[src/rtl/mips_ex_stage_pkg.sv]
// ============================================================================
// mips_pkg: opcodes, opcode classes, execute-stage FSM states, classifier
// Rev 1.0
// ============================================================================
`default_nettype none

package mips_pkg;

  localparam logic [5:0] OP_ADD   = 6'b000000;
  localparam logic [5:0] OP_SUB   = 6'b000001;
  localparam logic [5:0] OP_AND   = 6'b000010;
  localparam logic [5:0] OP_OR    = 6'b000011;
  localparam logic [5:0] OP_SLT   = 6'b000100;
  localparam logic [5:0] OP_MUL   = 6'b000101;
  localparam logic [5:0] OP_LW    = 6'b001000;
  localparam logic [5:0] OP_SW    = 6'b001001;
  localparam logic [5:0] OP_ADDI  = 6'b001010;
  localparam logic [5:0] OP_SUBI  = 6'b001011;
  localparam logic [5:0] OP_SLTI  = 6'b001100;
  localparam logic [5:0] OP_BNEQZ = 6'b001101;
  localparam logic [5:0] OP_BEQZ  = 6'b001110;
  localparam logic [5:0] OP_HLT   = 6'b111111;

  typedef enum logic [2:0] {
    RR_ALU, RM_ALU, LOAD, STORE, BRANCH, HALT, UNDEF
  } op_class_e;

  typedef enum logic [1:0] {
    S_IDLE = 2'd0,
    S_MUL  = 2'd1,
    S_DONE = 2'd2
  } state_e;

  function automatic op_class_e op_classify(input logic [5:0] op);
    case (op)
      OP_ADD, OP_SUB, OP_AND, OP_OR, OP_SLT, OP_MUL: op_classify = RR_ALU;
      OP_ADDI, OP_SUBI, OP_SLTI:                     op_classify = RM_ALU;
      OP_LW:                                         op_classify = LOAD;
      OP_SW:                                         op_classify = STORE;
      OP_BNEQZ, OP_BEQZ:                             op_classify = BRANCH;
      OP_HLT:                                        op_classify = HALT;
      default:                                       op_classify = UNDEF;
    endcase
  endfunction

endpackage

`default_nettype wire

[src/rtl/mips_ex_stage_iter_mul.sv]
// ============================================================================
// mips_iter_mul: iterative shift-add multiplier, MUL_STEP bits per cycle
// Rev 1.0
// ============================================================================
`default_nettype none

module mips_iter_mul #(
  parameter int XLEN     = 32,
  parameter int MUL_STEP = 1,
  parameter int PROD_W   = XLEN
) (
  input  logic              clk1,
  input  logic              reset,
  input  logic              start,
  input  logic [XLEN-1:0]   a,
  input  logic [XLEN-1:0]   b,
  output logic              busy,
  output logic              done,
  output logic [PROD_W-1:0] p
);

  localparam int STEPS = XLEN / MUL_STEP;
  localparam int CNT_W = $clog2(STEPS);
  localparam logic [CNT_W-1:0] LAST_STEP = CNT_W'(STEPS - 1);

  logic [PROD_W-1:0] mcand_q, mcand_d;
  logic [PROD_W-1:0] acc_q, acc_d;
  logic [PROD_W-1:0] partial;
  logic [XLEN-1:0]   mplier_q, mplier_d;
  logic [CNT_W-1:0]  cnt_q, cnt_d;
  logic              busy_q, busy_d;

  // done is high during the cycle whose edge retires the final step,
  // so p holds the complete product from the following cycle onward.
  assign done = busy_q && (cnt_q == LAST_STEP);
  assign busy = busy_q;
  assign p    = acc_q;

  always_comb begin
    partial = '0;
    for (int j = 0; j < MUL_STEP; j++) begin
      if (mplier_q[j]) partial = partial + (mcand_q << j);
    end
    mcand_d  = mcand_q;
    mplier_d = mplier_q;
    acc_d    = acc_q;
    cnt_d    = cnt_q;
    busy_d   = busy_q;
    if (start) begin
      mcand_d  = PROD_W'(a);
      mplier_d = b;
      acc_d    = '0;
      cnt_d    = '0;
      busy_d   = 1'b1;
    end else if (busy_q) begin
      acc_d    = acc_q + partial;
      mcand_d  = mcand_q << MUL_STEP;
      mplier_d = mplier_q >> MUL_STEP;
      cnt_d    = cnt_q + 1'b1;
      if (done) busy_d = 1'b0;
    end
  end

  always_ff @(posedge clk1 or posedge reset) begin
    if (reset) begin
      mcand_q  <= '0;
      mplier_q <= '0;
      acc_q    <= '0;
      cnt_q    <= '0;
      busy_q   <= 1'b0;
    end else begin
      mcand_q  <= mcand_d;
      mplier_q <= mplier_d;
      acc_q    <= acc_d;
      cnt_q    <= cnt_d;
      busy_q   <= busy_d;
    end
  end

endmodule

`default_nettype wire

[src/rtl/mips_ex_stage.sv]
// ============================================================================
// mips_ex_stage: MIPS32 execute stage with valid/ready handshakes, iterative
// MUL, branch resolution and sticky halt. Optional macro MIPS_EX_OVF_EN adds
// the ovf output. Rev 1.0
// ============================================================================
`default_nettype none

module mips_ex_stage
  import mips_pkg::*;
#(
  parameter int XLEN     = 32,
  parameter int TAG_W    = 26,
  parameter int MUL_STEP = 1
) (
  input  logic             clk1,
  input  logic             reset,
  input  logic             in_valid,
  output logic             in_ready,
  input  logic [5:0]       in_opcode,
  input  logic [XLEN-1:0]  in_a,
  input  logic [XLEN-1:0]  in_b,
  input  logic [XLEN-1:0]  in_imm,
  input  logic [XLEN-1:0]  in_npc,
  input  logic [TAG_W-1:0] in_tag,
  output logic             out_valid,
  input  logic             out_ready,
  output logic [5:0]       out_opcode,
  output logic [XLEN-1:0]  out_result,
  output logic [XLEN-1:0]  out_b,
  output logic             out_cond,
  output logic [TAG_W-1:0] out_tag,
  output logic             halted
`ifdef MIPS_EX_OVF_EN
  ,
  output logic             ovf
`endif
);

`ifdef MIPS_EX_OVF_EN
  localparam int PROD_W = 2 * XLEN;
`else
  localparam int PROD_W = XLEN;
`endif

  state_e            state_q, state_d;
  logic              halted_q, halted_d;
  logic              out_valid_q, out_valid_d;
  logic [5:0]        out_opcode_q, out_opcode_d;
  logic [XLEN-1:0]   out_result_q, out_result_d;
  logic [XLEN-1:0]   out_b_q, out_b_d;
  logic              out_cond_q, out_cond_d;
  logic [TAG_W-1:0]  out_tag_q, out_tag_d;
  logic [XLEN-1:0]   pend_b_q, pend_b_d;
  logic [TAG_W-1:0]  pend_tag_q, pend_tag_d;

  op_class_e         in_class;
  logic              accept, is_mul, out_free, load_single, load_mul;
  logic [XLEN-1:0]   add_ab, sub_ab, add_ai, sub_ai;
  logic              slt_ab, slt_ai;
  logic [XLEN-1:0]   alu_result;
  logic              alu_cond;
  logic              mul_busy, mul_done;
  logic [PROD_W-1:0] mul_p;

  assign in_class = op_classify(in_opcode);
  assign out_free = !out_valid_q || out_ready;
  assign in_ready = (state_q == S_IDLE) && !mul_busy && !halted_q && out_free;
  assign accept   = in_valid && in_ready;
  assign is_mul   = (in_opcode == OP_MUL);
  assign load_single = accept && !is_mul;
  assign load_mul    = (state_q == S_DONE) && out_free;

  assign add_ab = in_a + in_b;
  assign sub_ab = in_a - in_b;
  assign add_ai = in_a + in_imm;
  assign sub_ai = in_a - in_imm;
  assign slt_ab = $signed(in_a) < $signed(in_b);
  assign slt_ai = $signed(in_a) < $signed(in_imm);

  mips_iter_mul #(
    .XLEN     (XLEN),
    .MUL_STEP (MUL_STEP),
    .PROD_W   (PROD_W)
  ) u_mul (
    .clk1  (clk1),
    .reset (reset),
    .start (accept && is_mul),
    .a     (in_a),
    .b     (in_b),
    .busy  (mul_busy),
    .done  (mul_done),
    .p     (mul_p)
  );

  always_comb begin
    alu_result = '0;
    alu_cond   = 1'b0;
    case (in_class)
      RR_ALU: begin
        case (in_opcode)
          OP_ADD:  alu_result = add_ab;
          OP_SUB:  alu_result = sub_ab;
          OP_AND:  alu_result = in_a & in_b;
          OP_OR:   alu_result = in_a | in_b;
          OP_SLT:  alu_result = {{(XLEN-1){1'b0}}, slt_ab};
          default: alu_result = '0;
        endcase
      end
      RM_ALU: begin
        case (in_opcode)
          OP_ADDI: alu_result = add_ai;
          OP_SUBI: alu_result = sub_ai;
          OP_SLTI: alu_result = {{(XLEN-1){1'b0}}, slt_ai};
          default: alu_result = '0;
        endcase
      end
      LOAD, STORE: alu_result = add_ai;
      BRANCH: begin
        alu_result = in_npc + in_imm;
        alu_cond   = (in_opcode == OP_BEQZ) ? (in_a == '0) : (in_a != '0);
      end
      default: alu_result = '0;
    endcase
  end

`ifdef MIPS_EX_OVF_EN
  logic            alu_ovf, mul_ovf, ovf_q, ovf_d;
  logic [XLEN-1:0] pend_a_q, pend_a_d, mul_hi;

  always_comb begin
    case (in_opcode)
      OP_ADD:  alu_ovf = (in_a[XLEN-1] == in_b[XLEN-1]) && (add_ab[XLEN-1] != in_a[XLEN-1]);
      OP_SUB:  alu_ovf = (in_a[XLEN-1] != in_b[XLEN-1]) && (sub_ab[XLEN-1] != in_a[XLEN-1]);
      OP_ADDI: alu_ovf = (in_a[XLEN-1] == in_imm[XLEN-1]) && (add_ai[XLEN-1] != in_a[XLEN-1]);
      OP_SUBI: alu_ovf = (in_a[XLEN-1] != in_imm[XLEN-1]) && (sub_ai[XLEN-1] != in_a[XLEN-1]);
      default: alu_ovf = 1'b0;
    endcase
  end

  // Signed high half = unsigned high half minus each operand where the other is negative.
  assign mul_hi  = mul_p[PROD_W-1:XLEN]
                 - (pend_a_q[XLEN-1] ? pend_b_q : '0)
                 - (pend_b_q[XLEN-1] ? pend_a_q : '0);
  assign mul_ovf = (mul_hi != {XLEN{mul_p[XLEN-1]}});
  assign ovf     = ovf_q;
`endif

  always_comb begin
    state_d = state_q;
    case (state_q)
      S_IDLE:  if (accept && is_mul) state_d = S_MUL;
      S_MUL:   if (mul_done) state_d = S_DONE;
      S_DONE:  if (out_free) state_d = S_IDLE;
      default: state_d = S_IDLE;
    endcase
  end

  always_comb begin
    halted_d     = halted_q || (accept && (in_opcode == OP_HLT));
    out_valid_d  = out_valid_q;
    out_opcode_d = out_opcode_q;
    out_result_d = out_result_q;
    out_b_d      = out_b_q;
    out_cond_d   = out_cond_q;
    out_tag_d    = out_tag_q;
    pend_b_d     = pend_b_q;
    pend_tag_d   = pend_tag_q;
`ifdef MIPS_EX_OVF_EN
    ovf_d        = ovf_q;
    pend_a_d     = pend_a_q;
`endif
    if (accept && is_mul) begin
      pend_b_d   = in_b;
      pend_tag_d = in_tag;
`ifdef MIPS_EX_OVF_EN
      pend_a_d   = in_a;
`endif
    end
    if (load_single) begin
      out_valid_d  = 1'b1;
      out_opcode_d = in_opcode;
      out_result_d = alu_result;
      out_b_d      = in_b;
      out_cond_d   = alu_cond;
      out_tag_d    = in_tag;
`ifdef MIPS_EX_OVF_EN
      ovf_d        = alu_ovf;
`endif
    end else if (load_mul) begin
      out_valid_d  = 1'b1;
      out_opcode_d = OP_MUL;
      out_result_d = mul_p[XLEN-1:0];
      out_b_d      = pend_b_q;
      out_cond_d   = 1'b0;
      out_tag_d    = pend_tag_q;
`ifdef MIPS_EX_OVF_EN
      ovf_d        = mul_ovf;
`endif
    end else if (out_ready) begin
      out_valid_d  = 1'b0;
    end
  end

  always_ff @(posedge clk1 or posedge reset) begin
    if (reset) begin
      state_q      <= S_IDLE;
      halted_q     <= 1'b0;
      out_valid_q  <= 1'b0;
      out_opcode_q <= '0;
      out_result_q <= '0;
      out_b_q      <= '0;
      out_cond_q   <= 1'b0;
      out_tag_q    <= '0;
      pend_b_q     <= '0;
      pend_tag_q   <= '0;
`ifdef MIPS_EX_OVF_EN
      ovf_q        <= 1'b0;
      pend_a_q     <= '0;
`endif
    end else begin
      state_q      <= state_d;
      halted_q     <= halted_d;
      out_valid_q  <= out_valid_d;
      out_opcode_q <= out_opcode_d;
      out_result_q <= out_result_d;
      out_b_q      <= out_b_d;
      out_cond_q   <= out_cond_d;
      out_tag_q    <= out_tag_d;
      pend_b_q     <= pend_b_d;
      pend_tag_q   <= pend_tag_d;
`ifdef MIPS_EX_OVF_EN
      ovf_q        <= ovf_d;
      pend_a_q     <= pend_a_d;
`endif
    end
  end

  assign halted     = halted_q;
  assign out_valid  = out_valid_q;
  assign out_opcode = out_opcode_q;
  assign out_result = out_result_q;
  assign out_b      = out_b_q;
  assign out_cond   = out_cond_q;
  assign out_tag    = out_tag_q;

endmodule

`default_nettype wire

[config.mk]
export PLATFORM = sky130hd
export DESIGN_NAME = mips_ex_stage
export DESIGN_NICKNAME = d
export VERILOG_FILES = /design/src/rtl/mips_ex_stage_pkg.sv /design/src/rtl/mips_ex_stage_iter_mul.sv /design/src/rtl/mips_ex_stage.sv
export SDC_FILE = /design/constraint.sdc
export NUM_CORES = 1
export LEC_CHECK = 0
export ABC_CLOCK_PERIOD_IN_PS = 23800
export CORE_MARGIN = 2
export CORE_UTILIZATION = 30
export CTS_CLUSTER_SIZE = 14
export DETAILED_ROUTE_END_ITERATION = 6
export PLACE_DENSITY = 0.53
export SETUP_SLACK_MARGIN = 0.2
export SYNTH_ARGS = -nofsm -noshare
export SYNTH_HDL_FRONTEND = slang
export SYNTH_SLANG_ARGS = --single-unit
[constraint.sdc]
create_clock -name clk1 -period 23.8 [get_ports clk1]
set_clock_uncertainty 0.2 [all_clocks]
set_input_delay 7.14 -clock clk1 [delete_from_list [all_inputs] [get_ports clk1]]
set_output_delay 7.14 -clock clk1 [all_outputs]
set_load 0.01 [all_outputs]
==> results.yml, run 1 <==
logic_synthesis:
  yosys_warnings: 0
  synth.top_cells.by_area: "dfrtp_1 (28%), ha_1 (13%), nand2_1 (9.3%), a21oi_1 (4.2%), o21ai_0 (4.1%)"
  synth_ff_type: "dfrtp_1"
  yosysSeqAreaShare: 0.284
  synth_seq_cells: 261
  syn_nets: 3335
  synth_top_area_share: 0.284
  synthCells: 2927
  synth-edff-count: 0
  synthArstFlopShare: 1.00
  synth_cell_types: 101
  synth_top_area_cell: "dfrtp_1"
  post_synth.cell_area_avg_um2: 7.86
  syn-cell-area_um2: 23000
worst_setup_path:
  crit_top_cell: "clkdlybuf4s50_1"
  setup.worst_path.class: "in2out"
  endpoint_kind: "output port"
  path_cells: "clkdlybuf4s50_1 -> nor2b_1 -> nor3_2 -> clkdlybuf4s50_1"
  cp.required_ns: 16.46
  worstPathArrival_ns: 8.46
  cpPeakStageDelay_ns: 0.57
  path_buf_inv: 2
  cpMaxStageDelayCell: "clkdlybuf4s50_1"
  cp_top_family: "buffers and inverters"
  startpoint_type: "input pin"
  critPathMaxFanout: 4
cts:
  ctsResizeCount: 0
  cts_max_level: 2
  cts.sinks: 261
  cts_buffers: 34
  cts.hold.buffers_added: 0
  cts_root_buf: "clkbuf_16"
  cts_buffer_depth: 3
  cts_tree: "yes"
  postCtsSetupRepairBufs: 0
  insertion_delay_ns: 0.56
  clk_pin_slew_ns: 0.06
pwr:
  cellPowerDensity_nw_per_um2: 75.1
  vdd_ir_drop_max_uv: 37.8
  power_mw: 2.08
  leakage_nw: 12.6
hold_path:
  min_path_type: "reg2reg"
timing:
  finalMaxSlewViolations: 0
  setup_slack_ns: 8.00
  finalSetupViolations: 0
  rsz0062_at_grt: "no"
  worstMarginPinSlew_ns: 1.08
  period_needed_ns: 15.80
  fmax_ghz: 0.0633
  finalSetupTns_ns: 0
  fin_hold_ws_ns: 0.266
  fin_crit_sh: 0.664
  hold_viol_final: 0
  relSlewSlack: 0.278
placement:
  place_hpwl_mm: 73.5
  dp_worst_setup_slack_ns: 7.99
  routabilityCongestion: 0.950
  placed_area_um2: 26600
  place_inst: 4087
  io_buffer_count: 263
routing:
  drc: 0
  drt-vias-per-instance: 5.46
  vias: 22700
  finalWirelength_mm: 97.1
  ant_nets: 0
  avgRoutedWirePerCell_um: 23.4
  dr.first_iter.drc_count: 1987
  dr.pass1.iters: 5
layout:
  nNetsFinal: 3501
  synthToLayoutAreaGrowth_pct: 20.5
  multi_input_area_um2: 15300
  fillers: 8049
  seq_area_um2: 6540
  layout-drive-gt1-share: 0.0526
  finalInstanceArea_um2: 27700
  utilization: 0.365
  antenna-diode-count: 0
  final_cells: 4149
global_routing:
  grt.total_usage: 0.239
  antenna_found_initial: 7
  grt_pass1_vias: 21800
  grt_max_degree: 128
  grt_pass1_wl_mm: 142
  grt.overflow.total: 0
floorplan:
  die_y_um: 281
  rows: 101
  dieArea_um2: 79000
  pin_count: 264
  fp.dieW_um: 281
  floorplan.initialDensity: 0.303
  core-area_um2: 75900
flow_run:
  drv_cap: 0
outcome:
  status: "finished, final reports clean"
[power by group]
part	total (mW)	switching (mW)	internal (mW)
Clock	0.555	0.218	0.337
Sequential	0.707	0.119	0.589
Combinational	0.820	0.470	0.350
[routing by layer]
metal	global-route usage	vias up	wire [um]
li1	-	10800	-
met1	0.317	11000	43200
met2	0.394	679	45000
met3	0.0402	142	5680
met4	0.0747	12	3170
met5	0	-	68
[worst paths after layout]
path                                        start                end  slack, ns  cells after the start
worst max-delay path                    out_ready           in_ready       8.00                      4
worst min-delay path            u_mul.mplier_q[6]  u_mul.mplier_q[6]       0.27                      2
worst max register to register         u_mul.busy     out_result[13]      19.66                     11
worst min register to register  u_mul.mplier_q[6]  u_mul.mplier_q[6]       0.27                      2
max in group asynchronous                   reset      out_result[1]      15.00                      3
min in group asynchronous                   reset         out_tag[8]       6.95                      2
[worst min-delay path, stage by stage, from the launching register on]
cell and delay [ns]:
dfrtp_1 0.34, nand2_1 0.05, nand2_1 0.05
[layout make-up]
class	instances	share of cell area
multi-input combinational	2333	0.550
clock buffer	43	0.0326
timing repair buffer	290	0.102
tap	1030	0.0464
clock inverter	19	0.00983
sequential	261	0.236
inverter	173	0.0237
[placed cells by master, fill, tap and decap left out, drive strengths merged, types with 26 or more instances in the layout]
cell             n
nor4            27
dfrtp          261
nor2           186
ha             238
a221oi          38
a21o            52
nor3            42
nand2          568
xor2            30
a21oi          197
and2            40
o21ai          203
a31oi           35
a22oi          124
a211oi          46
buf             27
xnor2           64
nand2b          26
clkdlybuf4s50  263
inv            175
clkbuf          43
nand3           54
o21bai          29
o211ai          26
[state kept, by name (all words and copies together) (netlist names), 2 cells and up]
signal	cells
out_b	32
out_opcode	6
out_result	32
out_tag	26
pend_b_q	32
pend_tag_q	26
state_q	2
u_mul.cnt_q	5
u_mul.mcand_q	32
u_mul.mplier_q	32
u_mul.p	32
[cells in the mapped netlist (all sizes together) (22+ instances only)]
cell type    n
a21oi      197
a211oi      46
a31oi       35
a22oi      124
a221oi      38
nand2b      26
nand3       54
buf         39
nor2       186
nor3        42
xor2        30
inv        173
dfrtp      261
ha         238
nor2b       23
o211ai      26
o21ai      203
xnor2       64
clkbuf     121
nand2      568
o21bai      29
o221ai      22
a21o        52
nor4        27
and2        40
[cells by family after synthesis]
group | after synthesis | synth area share
AOI/OAI and AO/OA | 927 | 0.277
xor gates and xnor gates | 94 | 0.0361
adders and majority gates | 244 | 0.135
buffers and inverters | 333 | 0.0568
DFF | 261 | 0.284
muxes | 20 | 0.00924
and+or+nand+nor | 1048 | 0.202
Note: power is estimated with default switching activity, not from simulation.
==> inputs of run 2 (changes only) <==
--- a/config.mk
+++ b/config.mk
@@ -5,7 +5,7 @@
 export SDC_FILE = /design/constraint.sdc
 export NUM_CORES = 1
 export LEC_CHECK = 0
-export ABC_CLOCK_PERIOD_IN_PS = 23800
+export ABC_CLOCK_PERIOD_IN_PS = 15200
 export CORE_MARGIN = 2
 export CORE_UTILIZATION = 30
 export CTS_CLUSTER_SIZE = 14
==> constraint.sdc (replaced) <==
create_clock -name clk1 -period 15.2 [get_ports clk1]
set_clock_uncertainty 0.2 [all_clocks]
set_input_delay 4.56 -clock clk1 [delete_from_list [all_inputs] [get_ports clk1]]
set_output_delay 4.56 -clock clk1 [all_outputs]
set_load 0.01 [all_outputs]
==> results.yml, run 2 (same netlist as run 1, synthesis figures left out) <==
outcome:
  status: "finished, final reports clean"
routing:
  dr.first_iter.drc_count: 2099
  dr.pass1.iters: 5
  finalWirelength_mm: 96.6
  drc: 0
  avgRoutedWirePerCell_um: 23.3
  vias: 22800
  ant_nets: 0
  drt-vias-per-instance: 5.49
worst_setup_path:
  crit_top_cell: "clkdlybuf4s50_1"
  path_cells: "clkdlybuf4s50_1 -> nor2b_1 -> nor3_2 -> clkdlybuf4s50_1"
  cp.required_ns: 10.44
  rrSetupSlack_ns: 10.92
  cpPeakStageDelay_ns: 0.57
  endpoint_kind: "output port"
  reg2reg_to: "out_result[13]"
  startpoint: "out_ready"
  cpMaxStageDelayCell: "clkdlybuf4s50_1"
  setup.worst_path.class: "in2out"
  worstPathArrival_ns: 5.86
  r2r_start: "u_mul.busy"
  startpoint_type: "input pin"
  r2r.worst_path.cells: 11
  critPathMaxFanout: 4
global_routing:
  grt_max_degree: 104
  grt_pass1_wl_mm: 142
  grt.total_usage: 0.238
  grt_pass1_vias: 21800
  antenna_found_initial: 6
  grt.overflow.total: 0
timing:
  period_needed_ns: 10.62
  finalSetupViolations: 0
  fin_hold_ws_ns: 0.265
  relSlewSlack: 0.254
  rsz0062_at_grt: "no"
  fmax_ghz: 0.0941
  hold_viol_final: 0
  setup_slack_ns: 4.58
  finalSetupTns_ns: 0
  finalMaxSlewViolations: 0
  worstMarginPinSlew_ns: 1.12
  fin_crit_sh: 0.699
cts:
  cts_max_level: 2
  cts.sinks: 261
  cts_tree: "yes"
  postCtsSetupRepairBufs: 0
  clk_pin_slew_ns: 0.05
  cts_buffer_depth: 3
  cts_buffers: 35
  insertion_delay_ns: 0.56
  cts_root_buf: "clkbuf_16"
  ctsResizeCount: 0
  cts.hold.buffers_added: 0
placement:
  place_hpwl_mm: 73.5
  routabilityCongestion: 0.968
  io_buffer_count: 263
  dp_worst_setup_slack_ns: 4.57
layout:
  final_cell_mix: "nand2_1 (566), clkdlybuf4s50_1 (263), dfrtp_1 (260)"
  antenna-diode-count: 0
  final_common_cell: "nand2_1"
  layout-drive-gt1-share: 0.0532
  synthToLayoutAreaGrowth_pct: 20.7
  utilization: 0.366
  nNetsFinal: 3505
flow_run:
  drv_cap: 0
pwr:
  vdd_ir_drop_max_uv: 61.5
  cellPowerDensity_nw_per_um2: 118
  leakage_nw: 12.7
floorplan:
  core-area_um2: 75900
  die_y_um: 281
  fp.dieW_um: 281
  pin_count: 264
  dieArea_um2: 79000
  rows: 101
  floorplan.initialDensity: 0.303
hold_path:
  min_path_type: "reg2reg"
  min_to: "u_mul.mplier_q[4]"
  worstHoldStart: "u_mul.mplier_q[4]"
  hold_path_depth: 2
run 2: cell types whose count changed in the layout (fill, tap and decap cells not counted), moves of 2 or more:
cell       delta
clkinv_2      -4
buf_4         +3
inv_16        +2
bufinv_16     -2
clkbuf_8      +5
run 2: area by class of cell:
type / instances / area (um2)
Clock inverter: 12 / 199
Tap cell: 1030 / 1290
Inverter: 173 / 657
Fill cell: 7911 / 48200
Sequential cell: 261 / 6540
Timing Repair Buffer: 293 / 2860
Multi-Input combinational cell: 2333 / 15300
Clock buffer: 50 / 1000
run 2: power by group:
part	switching, mW	internal, mW
combinational	0.734	0.548
sequential	0.186	0.922
clock	0.347	0.532
total	1.27	2.00
run 2: how the worst max path moves through the flow:
stage | end | slack, ns | depth (start not counted)
after global placement | in_ready | 4.56 | 4
after CTS | in_ready | 4.57 | 4
after floorplan | halted | 3.26 | 1
final | in_ready | 4.58 | 4
after detailed placement | in_ready | 4.57 | 4
after global routing | in_ready | 4.53 | 4
run 2: worst max-delay path, delay by kind of cell:
| kind | cells | cell delay, ns |
|---|---|---|
| and+or+nand+nor | 2 | 0.29 |
| buffers and inverters | 2 | 1.02 |
run 2: layer usage:
layer  vias up  part of all wire  track usage
met5         -           0.00074            0
met4        12             0.030       0.0702
met3       137             0.062       0.0408
met2       782              0.47        0.389
met1     11100              0.44        0.322
li1      10800                 -            -
run 2: stage by stage:
stage          cells  total power [mW]  cell area [um2]
2_1_floorplan   2927              1.80            23000
3_3_place_gp    4090              2.39            26600
3_5_place_dp    4090              2.39            26600
4_1_cts         4152              3.29            27800
5_1_grt         4152              3.47            27800
6_report        4152              3.27            27800
==> inputs of run 3 (changes only) <==
--- a/config.mk
+++ b/config.mk
@@ -5,12 +5,12 @@
 export SDC_FILE = /design/constraint.sdc
 export NUM_CORES = 1
 export LEC_CHECK = 0
-export ABC_CLOCK_PERIOD_IN_PS = 15200
+export ABC_CLOCK_PERIOD_IN_PS = 9400
 export CORE_MARGIN = 2
 export CORE_UTILIZATION = 30
 export CTS_CLUSTER_SIZE = 14
 export DETAILED_ROUTE_END_ITERATION = 6
-export PLACE_DENSITY = 0.53
+export PLACE_DENSITY = 0.55
 export SETUP_SLACK_MARGIN = 0.2
 export SYNTH_ARGS = -nofsm -noshare
 export SYNTH_HDL_FRONTEND = slang
==> constraint.sdc (replaced) <==
create_clock -name clk1 -period 9.4 [get_ports clk1]
set_clock_uncertainty 0.2 [all_clocks]
set_input_delay 2.82 -clock clk1 [delete_from_list [all_inputs] [get_ports clk1]]
set_output_delay 2.82 -clock clk1 [all_outputs]
set_load 0.01 [all_outputs]
==> results.yml, run 3 (same netlist as run 1, synthesis figures left out) <==
placement:
  place_hpwl_mm: 74.5
  dp_worst_setup_slack_ns: 2.14
  routabilityCongestion: 0.958
  io_buffer_count: 263
  placed_area_um2: 26600
  place_inst: 4090
timing:
  setup_slack_ns: 2.26
  fin_crit_sh: 0.760
  hold_viol_final: 0
  finalSetupViolations: 0
  rsz0062_at_grt: "no"
  fmax_ghz: 0.140
  finalSetupTns_ns: 0
  relSlewSlack: 0.142
  period_needed_ns: 7.14
  worstMarginPinSlew_ns: 1.28
  fin_hold_ws_ns: 0.267
  finalMaxSlewViolations: 0
worst_setup_path:
  r2r.worst_path.cells: 15
  startpoint_type: "input pin"
  rrSetupSlack_ns: 5.22
  cp.required_ns: 6.38
  worstPathArrival_ns: 4.12
  endpoint_kind: "output port"
  r2r_start: "u_mul.mplier_q[0]"
  reg2reg_to: "u_mul.p[18]"
  critPathMaxFanout: 4
  setup.worst_path.class: "in2out"
global_routing:
  grt_max_degree: 178
  grt_pass1_wl_mm: 144
  grt.total_usage: 0.241
  antenna_found_initial: 7
  grt.overflow.total: 0
  grt_pass1_vias: 21800
routing:
  vias: 22800
  dr.pass1.iters: 6
  ant_nets: 0
  drt-vias-per-instance: 5.50
  drc: 0
  dr.first_iter.drc_count: 1987
  avgRoutedWirePerCell_um: 23.5
  finalWirelength_mm: 97.4
cts:
  cts_tree: "yes"
  cts_max_level: 2
  cts_buffer_depth: 3
  cts.sinks: 261
  clk_pin_slew_ns: 0.05
  ctsResizeCount: 0
  postCtsSetupRepairBufs: 0
  cts_buffers: 34
  cts.hold.buffers_added: 0
  cts_root_buf: "clkbuf_16"
  insertion_delay_ns: 0.55
pwr:
  p_seq_frac: 0.344
  vdd_ir_drop_max_uv: 97.8
  p_sw_frac: 0.389
  internal_power_mw: 3.19
  combPwrFrac: 0.398
  leakage_nw: 12.6
  cellPowerDensity_nw_per_um2: 188
  power.net_switching_mw: 2.03
  pwr-share-clk: 0.258
flow_run:
  drv_cap: 0
layout:
  antenna-diode-count: 0
  nNetsFinal: 3504
  final_cell_mix: "nand2_1 (567), clkdlybuf4s50_1 (263), dfrtp_1 (260)"
  fillers: 7966
  synthToLayoutAreaGrowth_pct: 20.5
  final_cells: 4149
  final_common_cell: "nand2_1"
  multi_input_area_um2: 15200
  finalInstanceArea_um2: 27700
  layout-drive-gt1-share: 0.0519
  seq_area_um2: 6540
floorplan:
  rows: 101
  fp.dieW_um: 281
  floorplan.initialDensity: 0.303
  core-area_um2: 75900
  dieArea_um2: 79000
  die_y_um: 281
  pin_count: 264
hold_path:
  min_path_type: "reg2reg"
  min_to: "u_mul.mplier_q[6]"
  worstHoldStart: "u_mul.mplier_q[6]"
  hold_path_depth: 2
outcome:
  status: "finished, final reports clean"
-- run 3: cell types whose count changed in the layout (fill, tap and decap cells not counted), sizes merged --
cell / before / now
clkinvlp: 2 / 3
bufinv: 4 / 2
inv: 176 / 173
clkbuf: 50 / 51
-- run 3: layer usage --
layer	share of wire	global-route usage	vias to the layer above
met5	0.00091	0	-
li1	-	-	10800
met4	0.035	0.0768	14
met2	0.46	0.392	780
met3	0.059	0.0323	162
met1	0.45	0.329	11100
-- run 3: layout make-up --
cell class,instances,share of cell area
Clock buffer,51,0.0370
Timing Repair Buffer,293,0.103
Tap cell,1030,0.0465
Multi-Input combinational cell,2333,0.550
Clock inverter,8,0.00437
Sequential cell,261,0.236
Inverter,173,0.0235
-- run 3: stage by stage --
stage,total power [mW],util
final,5.22,0.365
after global routing,5.54,0.365
after CTS,5.25,0.365
after detailed placement,3.87,0.350
after global placement,3.86,0.350
after floorplan,2.91,-
-- run 3: critical path, stage by stage --
cell and delay [ns]:
clkdlybuf4s50_1 0.45, nor2b_1 0.08, nor3_2 0.20, clkdlybuf4s50_1 0.56
-- run 3: how the worst max path moves through the flow --
stage,start,end,slack [ns],depth (start not counted)
after floorplan,reset,halted,2.94,1
after global placement,in_a[7],out_result[30],2.10,13
after detailed placement,in_a[0],out_result[0],2.14,14
after CTS,out_ready,in_ready,2.25,4
after global routing,out_ready,in_ready,2.14,4
final,out_ready,in_ready,2.26,4
-- run 3: power groups by stage --
stage | Clock [mW] | Sequential, mW | Combinational, mW
final | 1.35 | 1.80 | 2.08
after global routing | 1.42 | 1.84 | 2.28
after CTS | 1.39 | 1.79 | 2.08
after detailed placement | 0 | 1.80 | 2.07
after global placement | 0 | 1.80 | 2.06
after floorplan | 0 | 1.77 | 1.14
